--- src/rtl/ulight_fifo_flag_pio_rx.sv ---
// ulight_fifo_flag_pio_rx
// Avalon-MM slave input port exposing the uLight SpaceWire RX-FIFO status
// flags, with optional input synchroniser, per-bit sticky edge capture,
// interrupt mask and level interrupt output.
//
// Build option: define ULIGHT_FIFO_FLAG_SYNC_EN to insert a SYNC_STAGES-deep
// flop chain on in_port (asynchronous flag sources). Undefined: in_port is
// used directly and must be synchronous to clk.
//
// Ports:
//   clk         single clock
//   reset_n     asynchronous active-low reset
//   address     register select (0 DATA, 1 MASK, 2 reserved, 3 EDGE W1C)
//   chipselect  slave select, qualifies writes
//   write_n     active-low write strobe
//   writedata   write data
//   in_port     raw flag inputs
//   readdata    registered read data (1-cycle latency, zero-extended)
//   irq         level interrupt, |(edge_cap & irq_mask)
module ulight_fifo_flag_pio_rx #(
  parameter int unsigned WIDTH       = 9,
  parameter int unsigned SYNC_STAGES = 2,
  parameter int unsigned EDGE_TYPE   = 0
) (
  input  logic             clk,
  input  logic             reset_n,
  input  logic [1:0]       address,
  input  logic             chipselect,
  input  logic             write_n,
  input  logic [31:0]      writedata,
  input  logic [WIDTH-1:0] in_port,
  output logic [31:0]      readdata,
  output logic             irq
);

  localparam logic [1:0] ADDR_DATA = 2'd0;
  localparam logic [1:0] ADDR_MASK = 2'd1;
  localparam logic [1:0] ADDR_EDGE = 2'd3;

  // Elaboration-time parameter range checks
  if (WIDTH < 1 || WIDTH > 32) begin : g_bad_width
    $error("WIDTH out of range");
  end
  if (SYNC_STAGES < 2 || SYNC_STAGES > 4) begin : g_bad_sync
    $error("SYNC_STAGES out of range");
  end
  if (EDGE_TYPE > 2) begin : g_bad_edge
    $error("EDGE_TYPE out of range");
  end

  logic [WIDTH-1:0] s_in;
  logic [WIDTH-1:0] s_prev;
  logic [WIDTH-1:0] irq_mask;
  logic [WIDTH-1:0] edge_cap;
  logic [WIDTH-1:0] edge_det_c;
  logic [WIDTH-1:0] wdata_c;
  logic [WIDTH-1:0] edge_clr_c;
  logic [31:0]      rd_data_c;
  logic             wr_en_c;

`ifdef ULIGHT_FIFO_FLAG_SYNC_EN
  // Synchroniser chain; last stage is the clean flag value
  logic [WIDTH-1:0] sync_q [SYNC_STAGES];

  always_ff @(posedge clk or negedge reset_n) begin
    if (!reset_n) begin
      for (int i = 0; i < int'(SYNC_STAGES); i++) sync_q[i] <= '0;
    end else begin
      sync_q[0] <= in_port;
      for (int i = 1; i < int'(SYNC_STAGES); i++) sync_q[i] <= sync_q[i-1];
    end
  end

  assign s_in = sync_q[SYNC_STAGES-1];
`else
  assign s_in = in_port;
`endif

  // Upper write-data bits are don't-care for every register
  if (WIDTH < 32) begin : g_wdata_unused
    logic unused_wdata;
    assign unused_wdata = ^writedata[31:WIDTH];
  end

  assign wr_en_c    = chipselect && !write_n;
  assign wdata_c    = writedata[WIDTH-1:0];
  assign edge_clr_c = (wr_en_c && address == ADDR_EDGE) ? wdata_c : '0;

  // Per-bit edge detector selected by EDGE_TYPE
  always_comb begin
    edge_det_c = '0;
    case (EDGE_TYPE)
      0:       edge_det_c = s_in & ~s_prev;
      1:       edge_det_c = ~s_in & s_prev;
      default: edge_det_c = s_in ^ s_prev;
    endcase
  end

  // Previous-value register and mask register
  always_ff @(posedge clk or negedge reset_n) begin
    if (!reset_n) begin
      s_prev   <= '0;
      irq_mask <= '0;
    end else begin
      s_prev <= s_in;
      if (wr_en_c && address == ADDR_MASK) irq_mask <= wdata_c;
    end
  end

  // Sticky capture: a new edge overrides a simultaneous W1C clear
  always_ff @(posedge clk or negedge reset_n) begin
    if (!reset_n) edge_cap <= '0;
    else          edge_cap <= (edge_cap & ~edge_clr_c) | edge_det_c;
  end

  // Read mux, sampled every cycle regardless of chipselect
  always_comb begin
    rd_data_c = '0;
    case (address)
      ADDR_DATA: rd_data_c = 32'(s_in);
      ADDR_MASK: rd_data_c = 32'(irq_mask);
      ADDR_EDGE: rd_data_c = 32'(edge_cap);
      default:   rd_data_c = '0;
    endcase
  end

  always_ff @(posedge clk or negedge reset_n) begin
    if (!reset_n) readdata <= '0;
    else          readdata <= rd_data_c;
  end

  // Driven only from registers, so no combinational input glitches reach irq
  assign irq = |(edge_cap & irq_mask);

endmodule
--- config.mk ---
export PLATFORM = sky130hd
export DESIGN_NAME = ulight_fifo_flag_pio_rx
export DESIGN_NICKNAME = d
export VERILOG_FILES = /design/src/rtl/ulight_fifo_flag_pio_rx.sv
export SDC_FILE = /design/constraint.sdc
export NUM_CORES = 1
export LEC_CHECK = 0
export BUFFER_PORTS_ARGS = -buffer_cell sky130_fd_sc_hd__buf_4
export CAP_MARGIN = 20
export CELL_PAD_IN_SITES_DETAIL_PLACEMENT = 1
export CELL_PAD_IN_SITES_GLOBAL_PLACEMENT = 1
export CORE_MARGIN = 4
export CORE_UTILIZATION = 34
export CTS_CLUSTER_DIAMETER = 100
export DETAILED_ROUTE_END_ITERATION = 16
export PLACE_DENSITY_LB_ADDON = 0.1
export SYNTH_ARGS = -nofsm -noshare
export SYNTH_HDL_FRONTEND = slang
export SYNTH_SLANG_ARGS = --single-unit
--- constraint.sdc ---
create_clock -name clk -period 1 [get_ports clk]
set_input_delay 0.05 -clock clk [delete_from_list [all_inputs] [get_ports clk]]
set_output_delay 0.05 -clock clk [all_outputs]
set_load 0.01 [all_outputs]
* Word-level counts from Yosys, hierarchy flattened
Index checks and enable logic that the tools add are counted.
Word-level totals: bits in registers 59, bits of input ports 47, output and inout bits 33, word-level logic and storage cells 20
Operators by class: eq/ne operators 2, mux-type cells 2, bitwise operators 6, reduce and logical (&&, ||, !) cells 6
Operators by type and width (number):
- $and A9 B9 Y9 | 3
- $pmux W9 S3 | 1
- $not A9 Y9 | 2
- $mux W9 | 1
- $or A9 B9 Y9 | 1
- $reduce_or A9 Y1 | 1
- $logic_and A1 B1 Y1 | 3
- $eq A2 B1 Y1 const B | 1
- $eq A2 B2 Y1 const B | 1
- $logic_not A2 Y1 | 1
- $logic_not A1 Y1 | 1

* Depth between registers and ports, before layout
depth in word-level cells 7, mapped depth 5, gate-level depth less buffers 3

* Worst setup path before layout
OpenSTA, ideal clock, no wires.
path type register to output, start register irq_mask[3], end output port irq, arrival 0.935 ns, data required time 0.950 ns, path slack 0.015 ns, stages on the path, launching flop included 4, path buffers 0, cells stage by stage dfrtp_1 > a22o_1 > a221oi_1 > nand3_1
Between the ends: word-level cells in the longest chain between the ends 2
Ends and longest elaborated chain:
- start: declaration | RTL line 53 | logic [WIDTH-1:0] irq_mask;
- start signal: assignment | RTL line 106 | if (wr_en_c && address == ADDR_MASK) irq_mask <= wdata_c;
- $and A9 B9 Y9 | RTL line 133 | assign irq = |(edge_cap & irq_mask);
- $reduce_or A9 Y1 | RTL line 133
- end: declaration | RTL line 33 | output logic irq
No other way between the ends.

* Worst setup path after layout
Ends and elaborated chain as after synthesis.

==> qor.csv <==
metric;value;unit
status;finished with violations;
failing checks;setup timing;
number of max-cap violations;0;
post-synthesis simple-gate area fraction;6.21;%
number of flops mapped to enable cells by yosys;0;
Warnings, synthesis;0;
worst hold slack;0.0172;ns
Setup crit end;irq;
total wire length;3.93;mm
gr ovfl total;0;
share of post-route cells with drive strength above 1;34.0;%
Clk pin slew, worst setup/hold paths;0.08;ns
final setup vio count;1;
largest family of logic cells by synthesized area;buffers and inverters;
fin crit share;142;%
adder-cell share of the synthesized area;0;%
busiest grt layer;met2;
CP startpoint kind;flip-flop;
Register Area;901;um2
placed cell count;233;
top cell type's share of synthesized area;55.2;%
Mapped Cells;136;
Critical Path Source;irq_mask[3]$_DFFE_PN0P_;
pre-CTS setup slack;-0.211;ns
Initial Utilization;36.3;%
first-pass GRT wire length;6.37;mm
Leak Pwr;1.13;nW
die width;77.3;um
worst reg2reg endpoint;irq_mask[8]$_DFFE_PN0P_;
Core Area;4500;um2
Tmin final;1.42;ns
H-tree Lvls;2;
Distinct cells, synth;19;
setup_tns;-0.425;ns
detailed-route via count;1170;
IO Pins;80;
Crit-path slowest cell;dfrtp_1;
final slew viol count;0;
n_diodes;0;
synthesis-to-finish area growth;37.0;%
largest net degree at the start of global routing;37;
Post-route DRC;0;
RSZ-0062 raised after global routing;true;
Most used DFF post-synth;dfrtp_1;
row cnt;24;
hold crit path type;input pin to flip-flop;
routing usage on met3;2.22;%
area of the multi-input gates;578;um2
Layout Utilization;49.7;%
worst r2r path cells;2;
synth top area cells;dfrtp_1 (55%), buf_4 (11%), mux2_4 (8.3%);
Die Y-Extent;77.3;um
overall routing resource usage;13.5;%
CTS max path bufs;2;
initial antenna violation count;0;
Post-synth top cells;dfrtp_1 (36), buf_4 (25), nand2_1 (18);
fin cells;258;
post-synthesis mux area share;13.8;%
vias per cell;4.53;
Bufs and invs on worst path;1;
slowest stage delay, CP;0.39;ns
vias in the first global route;1331;
TritonCTS buffer count;5;
WL/cell;15.2;um
Synth Area in XOR/XNOR;0;%
nets@finish;252;
CTS tree;yes;
Max Fclk;0.702;GHz
Post-DP HPWL;2.81;mm
initial drt markers;31;
Crit path max-delay family;compound AO/OA/AOI/OAI gates;
Crit path depth;4;
Fin Clk Skew;0.00555;ns
Pwr Density;1590;nW/um2
clk_lat worst skew;0.28;ns
drt first pass iters;4;
data arrival time of the critical path;1.37;ns
Die ar.;5980;um2
Worst Setup End Kind;output pin;
Mean Syn Cell Area;12.0;um2
r2r startpoint;irq_mask[8]$_DFFE_PN0P_;
antenna viol nets, final;0;
Seq cells post-synth;36;
TritonCTS Sinks;36;
met1 GRT Util;16.3;%
maximum vdd drop;0.549;mV
largest fanout on the critical path;2;
Crit path required time;0.95;ns
final hold vios;0;
gpl congestion;0.738;
FFs w/ async S/R, synth;100;%
Filler cells;513;
PnR worst setup slack;-0.425;ns
crit path cell chain;a22o_1 -> a221oi_2 -> nand3_1 -> buf_6;
port buffer count;33;
post-synth top area cell;dfrtp_1;
CTS root buf;clkbuf_8;
Synth Area in Compound Gates;9.73;%
reg-to-reg slack, setup;0.08;ns
Mapped Area;1630;um2
Crit Path Category;flip-flop to output pin;
Seq/Total Area, Yosys;55.2;%
count leader, synth;dfrtp_1;
met2 Use GR;23.9;%
==> routing by layer <==
metal	part of all wire, %	routed length (um)
met5	0	0
met3	4.9	191
met4	1.5	58
met1	43	1710
met2	50	1970
==> placed cells by master, fill, tap and decap left out, drive strengths merged <==
cell type    synthesis  layout
dfrtp               36      36
a222oi               1       1
clkinv               0       2
and4bb               1       1
o21ai                9       9
mux2i                9       9
conb                 1      23
buf                 28      52
nand3                1       1
a221oi               1       1
nand2               18      18
a22oi                1       1
and4b                1       1
dlygate4sd3          0      16
mux2                 9       9
clkbuf               0       6
a22o                10      10
and2                 1       1
inv                  9       9
==> repair_timing <==
item                       CTS  global route
gates resized for setup      1             1
hold endpoints to repair    47             5
pin swaps                    2             2
setup endpoints to repair    1             1
buffers inserted             1             0
hold buffers                11             5
==> registers in the layout (all words and copies together), names as in the netlist <==
| register | cells |
|---|---|
| s_prev | 9 |
| readdata | 9 |
| edge_cap | 9 |
| irq_mask | 9 |
==> layout make-up <==
cell class,count,area share (%)
Multi-Input combinational cell,85,25.8
Inverter,9,1.51
Clock inverter,2,0.447
Tap cell,52,2.91
Clock buffer,6,3.69
Sequential cell,36,40.3
Timing Repair Buffer,68,25.3
==> how the worst min path moves through the flow <==
| stage | startpoint | end | slack (ns) | cells after the start |
|---|---|---|---|---|
| 2_1_floorplan | reset_n | edge_cap[0]$_DFF_PN0_ | -0.25 | 0 |
| 3_3_place_gp | reset_n | readdata[2]$_DFF_PN0_ | 0.03 | 1 |
| 3_5_place_dp | reset_n | s_prev[2]$_DFF_PN0_ | 0.04 | 1 |
| 4_1_cts | writedata[0] | irq_mask[0]$_DFFE_PN0P_ | 0.002 | 2 |
| 5_1_grt | writedata[2] | irq_mask[2]$_DFFE_PN0P_ | 0.005 | 2 |
| 6_report | writedata[2] | irq_mask[2]$_DFFE_PN0P_ | 0.02 | 2 |
==> stage by stage <==
| step | total power, W | area [um2] |
|---|---|---|
| 6_report | 0.00356 | 2240 |
| 5_1_grt | 0.00375 | 2240 |
| 4_1_cts | 0.00358 | 2180 |
| 3_5_place_dp | 0.00244 | 1970 |
| 3_3_place_gp | 0.00242 | 1970 |
| 2_1_floorplan | 0.00213 | 1720 |
==> report_power, final <==
| part | switching [W] | leakage (nW) | internal [W] | total, W |
|---|---|---|---|---|
| clock network | 0.000530 | 0.0510 | 0.000550 | 0.00108 |
| registers | 0.0000886 | 0.408 | 0.00162 | 0.00171 |
| logic | 0.000314 | 0.676 | 0.000460 | 0.000774 |
==> cell families (layout without fill, tap and decap cells) <==
kind of cell | count (synthesis) | in the layout
other cells | 1 | 23
flops | 36 | 36
simple gates | 22 | 22
mux | 18 | 18
compound gates | 22 | 22
buf+inv | 37 | 85
(Power assumes the default switching activity.)
